## src/rtl/block_sram_writer_pkg.sv

```systemverilog
// rtl/block_sram_writer_pkg.sv - shared state types, segment encoding and SRAM layout constants
package block_sram_writer_pkg;

    typedef enum logic [1:0] {
        M_IDLE,
        M1_UPSAMPLE_CSC,
        M2_IDCT,
        M3_COMPRESS
    } milestone_state_t;

    typedef enum logic [2:0] {
        S_IDLE,
        S_PRIME,
        S_RD_EVEN,
        S_RD_ODD,
        S_DONE
    } writer_state_t;

    typedef enum logic [1:0] {
        SEG_Y       = 2'd0,
        SEG_U       = 2'd1,
        SEG_V       = 2'd2,
        SEG_ILLEGAL = 2'd3
    } segment_t;

    localparam logic [17:0] DEF_Y_BASE    = 18'd0;
    localparam logic [17:0] DEF_U_BASE    = 18'd38400;
    localparam logic [17:0] DEF_V_BASE    = 18'd57600;
    localparam logic [17:0] DEF_Y_STRIDE  = 18'd160;
    localparam logic [17:0] DEF_UV_STRIDE = 18'd80;

    localparam logic [4:0] LAST_PAIR   = 5'd31;
    localparam logic [5:0] LAST_SAMPLE = 6'd63;

endpackage

```

## src/rtl/pixel_clip_pack.sv

```systemverilog
// rtl/pixel_clip_pack.sv - saturate two signed IDCT samples to 8 bits and pack them into one SRAM word
module pixel_clip_pack (
    input  logic signed [31:0] even_i,
    input  logic signed [31:0] odd_i,
    output logic        [15:0] packed_o
);

    function automatic logic [7:0] clip8(input logic signed [31:0] s);
        if (s < 32'sd0) begin
            return 8'd0;
        end else if (s > 32'sd255) begin
            return 8'd255;
        end else begin
            return s[7:0];
        end
    endfunction

    // Even column occupies the high byte so a word reads left-to-right as on screen.
    assign packed_o = {clip8(even_i), clip8(odd_i)};

endmodule

```

## src/rtl/block_sram_writer.sv

```systemverilog
// rtl/block_sram_writer.sv - stream one 8x8 IDCT block from the dual-port RAM into SRAM as packed pixel pairs
module block_sram_writer
    import block_sram_writer_pkg::*;
#(
    parameter logic [17:0] Y_BASE    = DEF_Y_BASE,
    parameter logic [17:0] U_BASE    = DEF_U_BASE,
    parameter logic [17:0] V_BASE    = DEF_V_BASE,
    parameter logic [17:0] Y_STRIDE  = DEF_Y_STRIDE,
    parameter logic [17:0] UV_STRIDE = DEF_UV_STRIDE
) (
    input  logic               Clock,
    input  logic               Reset,
    input  logic               Start,
    input  logic        [1:0]  Segment,
    input  logic        [4:0]  Block_row,
    input  logic        [5:0]  Block_col,
    output logic        [5:0]  DP_address,
    input  logic signed [31:0] DP_read_data,
    output logic        [17:0] SRAM_address,
    output logic        [15:0] SRAM_write_data,
    output logic               SRAM_we_n,
    output logic               Busy,
    output logic               Done
);

    writer_state_t      state_q,   state_d;
    logic        [5:0]  dp_addr_q, dp_addr_d;
    logic        [4:0]  pair_q,    pair_d;
    logic        [17:0] origin_q,  origin_d;
    logic        [17:0] stride_q,  stride_d;
    logic signed [31:0] even_q,    even_d;
    logic               we_n_q,    we_n_d;
    logic        [17:0] addr_q,    addr_d;
    logic        [15:0] wdata_q,   wdata_d;
    logic               done_q,    done_d;

    segment_t           seg;
    logic        [17:0] sel_base;
    logic        [17:0] sel_stride;
    logic        [15:0] packed_pair;

    assign seg = segment_t'(Segment);

    always_comb begin
        sel_base   = Y_BASE;
        sel_stride = Y_STRIDE;
        case (seg)
            SEG_U: begin
                sel_base   = U_BASE;
                sel_stride = UV_STRIDE;
            end
            SEG_V: begin
                sel_base   = V_BASE;
                sel_stride = UV_STRIDE;
            end
            default: begin
                sel_base   = Y_BASE;
                sel_stride = Y_STRIDE;
            end
        endcase
    end

    pixel_clip_pack u_clip (
        .even_i   (even_q),
        .odd_i    (DP_read_data),
        .packed_o (packed_pair)
    );

    always_comb begin
        state_d   = state_q;
        dp_addr_d = dp_addr_q;
        pair_d    = pair_q;
        origin_d  = origin_q;
        stride_d  = stride_q;
        even_d    = even_q;
        we_n_d    = 1'b1;
        addr_d    = addr_q;
        wdata_d   = wdata_q;
        done_d    = 1'b0;

        case (state_q)
            S_IDLE: begin
                if (Start && (seg != SEG_ILLEGAL)) begin
                    state_d   = S_PRIME;
                    dp_addr_d = 6'd0;
                    pair_d    = 5'd0;
                    // Top-left word of the block; per-pair offsets are added during the transfer.
                    origin_d  = sel_base + 18'({Block_row, 3'b000}) * sel_stride
                              + 18'({Block_col, 2'b00});
                    stride_d  = sel_stride;
                end
            end
            S_PRIME: begin
                state_d   = S_RD_EVEN;
                dp_addr_d = dp_addr_q + 6'd1;
            end
            S_RD_EVEN: begin
                state_d = S_RD_ODD;
                even_d  = DP_read_data;
                if (dp_addr_q != LAST_SAMPLE) begin
                    dp_addr_d = dp_addr_q + 6'd1;
                end
            end
            S_RD_ODD: begin
                we_n_d  = 1'b0;
                addr_d  = origin_q + 18'(pair_q[4:2]) * stride_q + 18'(pair_q[1:0]);
                wdata_d = packed_pair;
                pair_d  = pair_q + 5'd1;
                state_d = (pair_q == LAST_PAIR) ? S_DONE : S_RD_EVEN;
                if (dp_addr_q != LAST_SAMPLE) begin
                    dp_addr_d = dp_addr_q + 6'd1;
                end
            end
            S_DONE: begin
                state_d = S_IDLE;
                done_d  = 1'b1;
            end
            default: begin
                state_d = S_IDLE;
            end
        endcase
    end

    always_ff @(posedge Clock) begin
        if (Reset) begin
            state_q   <= S_IDLE;
            dp_addr_q <= 6'd0;
            pair_q    <= 5'd0;
            origin_q  <= 18'd0;
            stride_q  <= 18'd0;
            even_q    <= 32'sd0;
            we_n_q    <= 1'b1;
            addr_q    <= 18'd0;
            wdata_q   <= 16'd0;
            done_q    <= 1'b0;
        end else begin
            state_q   <= state_d;
            dp_addr_q <= dp_addr_d;
            pair_q    <= pair_d;
            origin_q  <= origin_d;
            stride_q  <= stride_d;
            even_q    <= even_d;
            we_n_q    <= we_n_d;
            addr_q    <= addr_d;
            wdata_q   <= wdata_d;
            done_q    <= done_d;
        end
    end

    assign DP_address      = dp_addr_q;
    assign SRAM_address    = addr_q;
    assign SRAM_write_data = wdata_q;
    assign SRAM_we_n       = we_n_q;
    assign Busy            = (state_q != S_IDLE);
    assign Done            = done_q;

endmodule

```

## config.mk

```make
export PLATFORM = sky130hd
export DESIGN_NAME = block_sram_writer
export DESIGN_NICKNAME = d
export VERILOG_FILES = /design/src/rtl/block_sram_writer_pkg.sv /design/src/rtl/pixel_clip_pack.sv /design/src/rtl/block_sram_writer.sv
export SDC_FILE = /design/constraint.sdc
export NUM_CORES = 1
export LEC_CHECK = 0
export BUFFER_PORTS_ARGS = -buffer_cell sky130_fd_sc_hd__buf_2
export CORE_ASPECT_RATIO = 1.75
export CORE_MARGIN = 1
export CORE_UTILIZATION = 55
export CTS_CLUSTER_DIAMETER = 100
export DETAILED_ROUTE_END_ITERATION = 12
export GPL_TIMING_DRIVEN = 0
export PLACE_DENSITY = 0.78
export REMOVE_ABC_BUFFERS = 1
export SLEW_MARGIN = 40
export SYNTH_ARGS = -nofsm -noshare
export SYNTH_HDL_FRONTEND = slang
export SYNTH_SLANG_ARGS = --single-unit
export TNS_END_PERCENT = 1
```

## constraint.sdc

```tcl
create_clock -name Clock -period 14.6 [get_ports Clock]
set_clock_uncertainty 0.1 [all_clocks]
set_input_delay 1.46 -clock Clock [delete_from_list [all_inputs] [get_ports Clock]]
set_output_delay 1.46 -clock Clock [all_outputs]
set_load 0.01 [all_outputs]
```

==> impl_metrics.tcl <==
set metrics [dict create \
    outcome "completed" \
    clk_path_buf_depth 2 \
    regArea_mm2 0.002002 \
    grt_max_degree 82 \
    numCtsBuffers 9 \
    power.clock.fraction 0.342 \
    ys.flop_type "dfxtp_1" \
    wl_per_cell_um 14.31 \
    multiInputGateArea_mm2 0.003078 \
    cp_data_arrival_time_ps 6630 \
    die_w_um 76.32 \
    ys_seq_area_frac 0.3766 \
    n_fill_cell 811 \
    critPathKind "input port to register" \
    ir_drop_mv 0.07351 \
    syn_avg_cell_area_um2 8.080 \
    portBuffers 90 \
    h-tree-depth 3 \
    swShare 0.2996 \
    ys_ff_latch 100 \
    rsz0062_at_grt "no" \
    crit_fanout 11 \
    drtPass1Iterations 4 \
    r2r-start "stride_q[6]" \
    syn_to_final_growth_pct 15.86 \
    fp.dieArea_mm2 0.01008 \
    synthArstFlopShare 0 \
    r2r_cells 11 \
    vias_per_cell 5.579 \
    cts_sinks 100 \
    postSynthCellCount 658 \
    layout_setup_ws_ps 8067 \
    seqPwrFrac 0.421 \
    combPwrFrac 0.237 \
    wirelength_um 12290 \
    yosysUniqueCellTypes 56 \
    clk_pin_slew_ps 60 \
    final_hold_viol_count 0 \
    boundaryPins 91 \
    switching_power_w 0.0002122 \
    cts_hold_buf 0 \
    clock_latency_ps 350 \
    cts_root_buf "clkbuf_16" \
    synth_edf_count 0 \
    p_int_w 0.0004962 \
    regToRegSetupSlack_ps 10940 \
    min_period_over_period 0.4475 \
    gp_congestion 0.8101 \
    tightest_slew_ps 833.7 \
    slew_headroom 0.4442 \
    cts_tree "yes" \
    ys_warn_count 0 \
    finalMaxSlewViolations 0 \
    ctsResizeCount 0 \
    antenna_found_initial 0 \
    antenna_cells 0 \
    drt-initial-drc-count 291 \
    cap_violations 0 \
    post_cts_buffers 0 \
    drc_errors 0 \
    power_leakage_nw 2.746 \
    grt_use_total 0.2539 \
    crit_start "Segment[0]" \
    cellPowerDensity_mw_per_mm2 115.0 \
    finalSetupViolCount 0 \
    die_y_um 132.1 \
    antenna_violating_nets_post_route 0 \
    fin_nets 834 \
    synth_area_mm2 0.005316 \
    hp-class "register to register" \
    timing.fmax_mhz 153.1 \
    num_vias 4792 \
    core_mm2 0.009409 \
    grt_pass1_vias 4870 \
    grt_first_pass_wirelength_um 20570 \
    grt-ovfl-total 0 \
    initial_core_util 0.5650 \
    rows 47 \
    dp_slack_ps 7745 \
    fin_crit_ps 6533 \
    r2r-end "SRAM_address[17]" \
    setup_tns_ps 0 \
    layout-drive-gt1-share 0.1682 \
    required_ps 14700 \
    cp-start-kind "input port" \
    endpoint_kind "register" \
    dp.final_hpwl_um 9110 \
    critPathCapture "origin_q[16]" \
]
synth_stat cells, types with 4 or more instances:
cell | n | share of area
fa_1 | 12 | 0.045
nand3_1 | 13 | 0.012
and2_1 | 6 | 0.0071
o32ai_1 | 17 | 0.028
a21oi_1 | 74 | 0.070
o21ai_0 | 18 | 0.017
nand3b_1 | 4 | 0.0056
xor2_1 | 5 | 0.0082
or3_1 | 4 | 0.0047
nor3_1 | 5 | 0.0047
nor4_1 | 12 | 0.014
and3_1 | 7 | 0.0082
dfxtp_1 | 100 | 0.38
ha_1 | 42 | 0.099
a21o_1 | 8 | 0.011
xnor2_1 | 13 | 0.021
nor2_1 | 47 | 0.033
clkbuf_1 | 30 | 0.021
inv_1 | 33 | 0.023
a211oi_1 | 8 | 0.011
nand2_1 | 147 | 0.10
registers in the layout (all words and copies together), names as in the netlist:
signal and flops:
state_q 3, SRAM_write_data 16, Done 1, even_q 32, DP_address 6, stride_q 2, SRAM_we_n 1, origin_q 16
pair_q 5, SRAM_address 18
per-stage QoR:
step	cells	cell area (um2)	total power (W)	hold slack [ps]	util
after floorplan	627	5191	0.0004233	326.0	-
after global placement	839	5794	0.0004613	336.9	0.6158
after detailed placement	843	5848	0.0004708	344.5	0.6215
after CTS	859	6160	0.0007132	352.4	0.6547
after global routing	859	6160	0.0007491	370.5	0.6547
final	859	6160	0.0007085	350.7	0.6547
how the worst min path moves through the flow:
stage,start,to,depth (start not counted)
floorplan,origin_q[2],SRAM_address[2],2
global placement,SRAM_address[8],SRAM_address[8],2
detailed placement,SRAM_address[9],SRAM_address[9],2
CTS,SRAM_address[9],SRAM_address[9],2
global route,SRAM_address[11],SRAM_address[11],2
finish,SRAM_address[11],SRAM_address[11],2
routing by layer:
| layer | part of all wire | global-route usage | vias to the layer above |
|---|---|---|---|
| met5 | 0 | 0 | - |
| met4 | 0.034 | 0.1378 | 0 |
| met3 | 0.040 | 0.05052 | 34 |
| met2 | 0.55 | 0.4970 | 124 |
| met1 | 0.38 | 0.2395 | 2219 |
| li1 | - | - | 2415 |
critical path, cell delays in order:
cell       delay [ps]
buf_2             100
inv_1              40
ha_1              470
mux2_2            400
ha_1              290
inv_1              50
fa_1              530
inv_1              40
ha_1              280
ha_1              350
nor2b_1           150
o21a_1            170
o21ai_0           270
a21oi_1           110
a2111oi_0         620
ha_1              410
a21o_1            200
a31o_2            210
a41o_1            210
xor2_1            160
a21oi_1            80
layout by cell type, fill, tap and decap left out, drive strengths merged, types with 3 or more instances in the layout:
master / count
xor2: 5
o32ai: 17
nor2: 47
nor4: 12
clkbuf: 10
a211oi: 8
fa: 12
dfxtp: 100
and3: 7
and2: 6
a21oi: 74
clkinv: 3
o21ai: 18
or2: 4
nand3b: 4
xnor2: 13
conb: 5
or3: 5
ha: 42
nor2b: 3
nand2b: 3
a21o: 8
buf: 94
nand3: 13
inv: 35
nand2: 147
nor3: 5
power by group through the flow:
stage / clock, W / sequential (W) / combinational, W
floorplan: 0 / 0.000303 / 0.000120
global placement: 0 / 0.000303 / 0.000158
detailed placement: 0 / 0.000304 / 0.000167
CTS: 0.000247 / 0.000298 / 0.000168
global route: 0.000260 / 0.000300 / 0.000190
finish: 0.000242 / 0.000298 / 0.000168
layout make-up:
cell class,count,share of cell area
clock inverters,6,0.01178
flip-flops and latches,100,0.3250
clock buffers,10,0.03880
inverters,34,0.02072
multi-input cells,493,0.4997
well taps,122,0.02478
repair buffers,94,0.07922
cell families (layout without fill, tap and decap cells):
logic type | count (synthesis) | in the layout | share of synthesized area
flops | 100 | 100 | 0.3766
other cells | 2 | 5 | 0.001413
buf+inv | 68 | 144 | 0.04966
xor+xnor | 18 | 18 | 0.02965
mux | 2 | 2 | 0.004001
compound gates | 150 | 150 | 0.1753
fa+ha+maj | 54 | 54 | 0.1440
simple gates | 264 | 264 | 0.2193
Note: power is estimated with default switching activity, not from simulation.
